### src/rtl/mem_access_unit.sv
// MEM stage: data-memory req/ack access with pipeline stall, branch resolve, MEM/WB register.
// Optional alignment check enabled by defining MEM_ALIGN_CHK_EN.
module mem_access_unit #(
  parameter int unsigned WAIT_LIMIT = 15,
  parameter int unsigned CNT_W      = 8
) (
  input  logic        clk,
  input  logic        rst,
  input  logic        MEM_Branch,
  input  logic        MEM_BNE,
  input  logic        MEM_zero,
  input  logic        MEM_MemRead,
  input  logic        MEM_MemWrite,
  input  logic        MEM_Mem2R,
  input  logic        MEM_RegWrite,
  input  logic        MEM_jal,
  input  logic [31:0] MEM_AluRes,
  input  logic [31:0] MEM_GPR_Data_2,
  input  logic [4:0]  MEM_Wesel,
  input  logic [31:0] MEM_NPC,
  output logic        dm_req,
  output logic        dm_we,
  output logic [31:0] dm_addr,
  output logic [31:0] dm_wdata,
  input  logic [31:0] dm_rdata,
  input  logic        dm_ack,
  output logic        mem_stall,
  output logic        MEM_PCSrc,
  output logic        dm_err,
  output logic        WB_RegWrite,
  output logic        WB_Mem2R,
  output logic        WB_jal,
  output logic [31:0] WB_MemData,
  output logic [31:0] WB_AluRes,
  output logic [31:0] WB_NPC,
  output logic [4:0]  WB_Wesel
);

  localparam logic [1:0] S_IDLE = 2'd0;
  localparam logic [1:0] S_BUSY = 2'd1;
  localparam logic [1:0] S_DONE = 2'd2;

  localparam logic [CNT_W-1:0] CNT_LAST = CNT_W'(WAIT_LIMIT - 1);

  logic [1:0]       state, state_nxt;
  logic [CNT_W-1:0] cnt;
  logic [31:0]      rdata_q;
  logic             mem_op;
  logic             misalign;
  logic             timeout;
  logic             req_int;
  logic             stall_int;

  assign mem_op  = MEM_MemRead | MEM_MemWrite;
  assign timeout = (cnt == CNT_LAST);

`ifdef MEM_ALIGN_CHK_EN
  assign misalign = (MEM_AluRes[1:0] != 2'b00);
`else
  assign misalign = 1'b0;
`endif

  assign MEM_PCSrc = (MEM_Branch & MEM_zero) | (MEM_BNE & ~MEM_zero);

  assign dm_addr  = MEM_AluRes;
  assign dm_wdata = MEM_GPR_Data_2;

  // Gated by rst so the bus sees the request drop while reset is still asserted.
  assign dm_req    = req_int & ~rst;
  assign mem_stall = stall_int & ~rst;
  assign dm_we     = MEM_MemWrite & ~rst;

  always_comb begin
    state_nxt = state;
    req_int   = 1'b0;
    stall_int = 1'b0;
    case (state)
      S_IDLE: begin
        if (mem_op) begin
          stall_int = 1'b1;
          if (misalign) begin
            state_nxt = S_DONE;
          end else begin
            req_int   = 1'b1;
            state_nxt = dm_ack ? S_DONE : S_BUSY;
          end
        end
      end
      S_BUSY: begin
        req_int   = 1'b1;
        stall_int = 1'b1;
        if (dm_ack || timeout) state_nxt = S_DONE;
      end
      S_DONE:  state_nxt = S_IDLE;
      default: state_nxt = S_IDLE;
    endcase
  end

  always_ff @(posedge clk or posedge rst) begin
    if (rst) begin
      state   <= S_IDLE;
      cnt     <= '0;
      rdata_q <= '0;
      dm_err  <= 1'b0;
    end else begin
      state <= state_nxt;
      case (state)
        S_IDLE: begin
          if (mem_op) begin
            if (misalign) begin
              rdata_q <= '0;
              dm_err  <= 1'b1;
            end else if (dm_ack) begin
              rdata_q <= dm_rdata;
            end else begin
              cnt <= '0;
            end
          end
        end
        S_BUSY: begin
          cnt <= cnt + CNT_W'(1);
          // Ack takes priority over a simultaneous timeout.
          if (dm_ack) begin
            rdata_q <= dm_rdata;
          end else if (timeout) begin
            rdata_q <= '0;
            dm_err  <= 1'b1;
          end
        end
        default: ;
      endcase
    end
  end

  always_ff @(posedge clk or posedge rst) begin
    if (rst) begin
      WB_RegWrite <= 1'b0;
      WB_Mem2R    <= 1'b0;
      WB_jal      <= 1'b0;
      WB_MemData  <= '0;
      WB_AluRes   <= '0;
      WB_NPC      <= '0;
      WB_Wesel    <= '0;
    end else if (mem_stall) begin
      WB_RegWrite <= 1'b0;
      WB_Mem2R    <= 1'b0;
      WB_jal      <= 1'b0;
    end else begin
      WB_RegWrite <= MEM_RegWrite;
      WB_Mem2R    <= MEM_Mem2R;
      WB_jal      <= MEM_jal;
      WB_MemData  <= (state == S_DONE) ? rdata_q : dm_rdata;
      WB_AluRes   <= MEM_AluRes;
      WB_NPC      <= MEM_NPC;
      WB_Wesel    <= MEM_Wesel;
    end
  end

endmodule

### config.mk
export PLATFORM = sky130hd
export DESIGN_NAME = mem_access_unit
export DESIGN_NICKNAME = d
export VERILOG_FILES = /design/src/rtl/mem_access_unit.sv
export SDC_FILE = /design/constraint.sdc
export NUM_CORES = 1
export LEC_CHECK = 0
export ABC_AREA = 1
export CORE_UTILIZATION = 25
export DETAILED_ROUTE_END_ITERATION = 7
export RECOVER_POWER = 25
export SYNTH_ARGS = -nofsm -noshare
export SYNTH_HDL_FRONTEND = slang
export SYNTH_SLANG_ARGS = --single-unit
### constraint.sdc
create_clock -name clk -period 6.6 [get_ports clk]
set_input_delay 1.65 -clock clk [delete_from_list [all_inputs] [get_ports clk]]
set_output_delay 1.65 -clock clk [all_outputs]
set_load 0.01 [all_outputs]
# Word level (Yosys, flattened, before mapping)
# Index checks and enable logic that the tools add are counted.
# op_classes
add_sub_neg	1
eq_ne	8
n_mux	18
bitwise	9
n_reduce_logical	7
# op_table
cell	count
2-to-1 mux 32 bit	5
one-hot mux 32 bit (2 select lines)	1
2-to-1 mux 8 bit	2
one-hot mux 8 bit (2 select lines)	1
adder 8 x 1 -> 8 bit (second input constant)	1
== test 8 x 4 -> 1 bit (second input constant)	1
!= test 2 bit (second input constant)	4
2-to-1 mux 2 bit	3
AND reduction 3 bit	2
AND 1 bit	4
2-to-1 mux 1 bit	4
one-hot mux 2 bit (2 select lines)	1
AND reduction 4 bit	1
!= test 3 bit (second input constant)	1
NOT 1 bit	3
== test 2 x 1 -> 1 bit (second input constant)	1
== test 2 bit (second input constant)	1
zero test 2 bit	1
OR 1 bit	2
one-hot mux 1 bit (2 select lines)	1
AND reduction 2 bit	1
nonzero test 2 bit	1
logical OR 1 bit	1
# word_totals
ff_bits	147
in_bits	144
out_inout_bits	173
wordCells	54

# Depth between registers and ports, before layout
# logic_depth
word_depth	5
ltp_mapped	10

# Worst setup path after synthesis
# No wires, ideal clock.
# synth_path
kind	input to output
start	in MEM_MemRead
end	out mem_stall
arrival_ns	2.324
required_time_ns	4.950
setup_slack_ns	2.626
stages	6
path_cell_list	nor2_1 nand2_2 nand2_2 nor2_4 buf_2 buf_4
# synth_via
elab_chain_cells	4
# synth_rtl
element	line_no	text
start, declared	12	input logic MEM_MemRead,
OR 1 bit	54	assign mem_op = MEM_MemRead | MEM_MemWrite;
2-to-1 mux 1 bit	-	
one-hot mux 1 bit (2 select lines)	-	
AND 1 bit	70	assign mem_stall = stall_int & ~rst;
end, declared	27	output logic mem_stall,
# No other way between the ends.

# Worst setup path in the final report
# layout_path
start	in MEM_MemWrite
end	out dm_req
# layout_via
elab_chain_cells	4
# layout_rtl
element	line_no	text
start, declared	13	input logic MEM_MemWrite,
OR 1 bit	54	
2-to-1 mux 1 bit	79	if (mem_op) begin
one-hot mux 1 bit (2 select lines)	77	case (state)
AND 1 bit	-	
end, declared	21	output logic dm_req,
# No other way between the ends.

==> results by group <==
CTS
  • Clock latency at the later pin of the worst-skew pair: 420 ps
  • H-tree levels: 4
  • CTS root buffer: clkbuf_16
  • Hold buffers post-CTS: 0
  • Quantity of gates resized following cts: 0
  • Setup fix buffers added after clock tree synthesis: 0
  • Count of clock tree sinks: 147
  • Number of clock buffers inserted by TritonCTS: 17
  • Max clock buf depth: 2
  • Clock-pin slew reported for the worst setup and hold paths after clock tree synthesis: 60 ps
  • TritonCTS clock tree: built

Place
  • HPWL after detailed placement: 12.9 mm
  • Placed Area: 9080 um^2
  • IO buf count: 252
  • Number of cells after detailed placement: 1339
  • Post-Place Worst Slack: 1830 ps
  • GPL Wtd Cong: 0.738

STA
  • Number of failing hold endpoints at the final stage: 0
  • Crit path setup slack, layout: 1870 ps
  • Highest clock rate: 212 MHz
  • Worst slew slack as a fraction of its limit: -91.8%
  • Setup clock skew after layout: 17.5 ps
  • Total of endpoints with negative setup slack in the final report: 0
  • RSZ-0062 raised after global routing: false
  • Setup TNS: 0 ps
  • Transition time of the tightest slew-check pin: 2860 ps
  • Fin Hold WS: 470 ps
  • Share of the cycle needed by the critical path after routing: 71.6%
  • Crit path time final: 4730 ps
  • Count of final max-slew check failures: 102

Finish
  • Area added between synthesis and finish: 41.6%
  • Proportion of layout cells with a drive suffix above 1: 4.85%
  • Total number of nets in the final design: 1163
  • Final instance area: 9660 um^2
  • Antenna diodes: 0
  • Final Non-Filler Cells: 1371

Synth
  • Mapped Area: 6820 um^2
  • Flip-flop and latch count after synthesis: 147
  • Area share of the largest cell type after synthesis: 54.0%
  • Cell count after synthesis: 844
  • Unique masters post-synth: 20
  • Mean Syn Cell Area: 8.08 um^2
  • Asr flop ratio synth: 100%
  • Net count of the mapped netlist: 990
  • Most frequent cells after synthesis: nand2_1, dfrtp_1, buf_4, nand3_1, inv_1
  • Proportion of synthesized chip area in sequential cells: 54.0%
  • Dominant register cell in the synthesized netlist: dfrtp_1
  • Number of warnings printed during yosys synthesis: 0
  • Number of enable-type register cells in the synthesized netlist: 0
  • Leading cell type by number of instances after synthesis: nand2_1
  • Synth area leader: dfrtp_1
  • Cell types occupying the most area after synthesis: dfrtp_1, nand2_1, buf_4, nand3_1, inv_1

Worst setup path
  • Type of element launching the critical path: input pin
  • Endpoint class of the critical path: output pin
  • Worst Setup Path Type: in -> out
  • Cell Chain, Critical Path: clkdlybuf4s50_1, nor2_1, nand2_2, nand2_2, nor2_4, clkdlybuf4s50_1
  • Data required, critical path: 4950 ps
  • Worst endpoint data arrival time: 3080 ps
  • Maximum fanout along the worst path: 3
  • Gate family responsible for the most delay along the worst path: buffers and inverters
  • Setup slack on the worst flop-to-flop path: 3830 ps
  • CP max-delay cell: clkdlybuf4s50_1
  • Crit-path max cell delay: 570 ps
  • CP bufs+invs: 2

Flow run
  • Number of max-capacitance violations reported: 2

Power
  • PD cells: 405 nW/um^2
  • Worst IR Drop VDD: 0.177 mV
  • Cell leakage power: 4.84 nW

Floorplanning
  • Total die area: 27900 um^2
  • Die height: 167 um
  • Core Rows: 60
  • Area of the core region: 26900 um^2
  • Die Width: 167 um
  • Initial standard-cell utilization of the core: 25.4%
  • I/O pin count: 317

Global routing
  • Initial antenna violation count: 0
  • Vias in the first global route: 5715
  • GRT Util Overall: 14.3%
  • GRT Residual Overflow: 0
  • Global-route wire length before repair: 31.4 mm
  • Pin count of the biggest net entering global routing: 105

Routing
  • Number of iterations in the first detailed-routing pass: 5
  • Wirelength per Cell: 14.4 um
  • Post-detailed-route DRC marker count: 0
  • Number of design-rule violations left by the first detailed-router iteration: 412
  • Remaining antenna violation count after routing: 0
  • Post-DR vias/cell: 4.25
  • Detailed-route wire length: 19.7 mm
  • Routed via count: 5832

Outcome
  • Violations in the final reports: max-capacitance violations, max-slew violations
  • Status: complete, but fails checks

Worst hold path
  • Hold WC Path Type: reg -> reg
## worst register-to-register path: stages (launching register included)
cell and delay (ps):
dfrtp_1 360, buf_4 270, nor2_4 180, nand2_2 70, nand2_2 100, nor2_4 60
buf_4 300, clkinv_2 90, buf_4 850, nand2_1 300, nand2_1 130
## stage by stage
stage | util [%] | power, mW
after floorplan | - | 2.29
after global placement | 33.8 | 3.00
after detailed placement | 33.8 | 3.02
after CTS | 36.0 | 4.02
after global routing | 35.9 | 4.21
final | 35.9 | 3.91
## path summary, 6_finish.rpt
check	start	end	depth (start not counted)
max in group asynchronous	rst	WB_MemData[4]$_DFFE_PP0N_	3
worst min register to register	rdata_q[29]$_DFFE_PP0P_	rdata_q[29]$_DFFE_PP0P_	2
worst min-delay path	rdata_q[29]$_DFFE_PP0P_	rdata_q[29]$_DFFE_PP0P_	2
worst max-delay path	MEM_MemWrite	dm_req	6
worst max register to register	state[1]$_DFFE_PP0P_	WB_AluRes[23]$_DFFE_PP0N_	10
min in group asynchronous	rst	WB_MemData[27]$_DFFE_PP0N_	2
## layout by cell type (no fill, tap or decap), types with 2 or more instances in the layout
master and count:
nand2_1 459, clkdlybuf4s50_1 206, dfrtp_1 147, nand3_1 72, dlygate4sd3_1 46, inv_1 26, clkbuf_16 17, nor2_1 10
buf_4 8, o21ai_0 6, inv_6 5, nand2_2 3, clkinvlp_4 3, nor2_4 2, clkinv_2 2, nand4_1 2
ha_1 2, clkinv_4 2, inv_8 2
## flip-flops by register name, indices dropped and copies added (netlist names)
name	cells
WB_NPC	32
state	2
dm_err	1
WB_MemData	32
WB_jal	1
WB_Mem2R	1
cnt	8
WB_AluRes	32
WB_RegWrite	1
rdata_q	32
WB_Wesel	5
## layout make-up
class / count / area [um^2]
clock inverter: 14 / 141
multi-input combinational: 561 / 2270
inverter: 29 / 111
fill: 2795 / 17200
sequential: 147 / 3680
clock buffer: 18 / 439
timing repair buffer: 261 / 2590
tap: 341 / 427
## kinds of logic (layout without fill, tap and decap cells)
| logic type | Yosys count | after routing | share of synthesized area (%) |
|---|---|---|---|
| xor gates and xnor gates | 1 | 1 | 0.129 |
| muxes | 1 | 1 | 0.165 |
| DFF | 147 | 147 | 54.0 |
| and+or+nand+nor | 548 | 548 | 31.9 |
| buffers and inverters | 136 | 322 | 12.7 |
| adders and majority gates | 2 | 2 | 0.367 |
| AOI/OAI and AO/OA | 9 | 9 | 0.771 |
## layer usage
layer / routed length [um] / vias up / global-route usage [%]
li1: - / 2870 / -
met2: 9370 / 219 / 24.3
met4: 414 / 0 / 5.15
met5: 0 / - / 0
met1: 8440 / 2723 / 17.0
met3: 1480 / 20 / 4.51
## power breakdown
part | switching (mW) | internal [mW] | total [mW]
clock network | 0.423 | 0.541 | 0.964
registers | 0.173 | 1.23 | 1.40
logic | 0.877 | 0.668 | 1.54
Note: power is estimated with default switching activity, not from simulation.
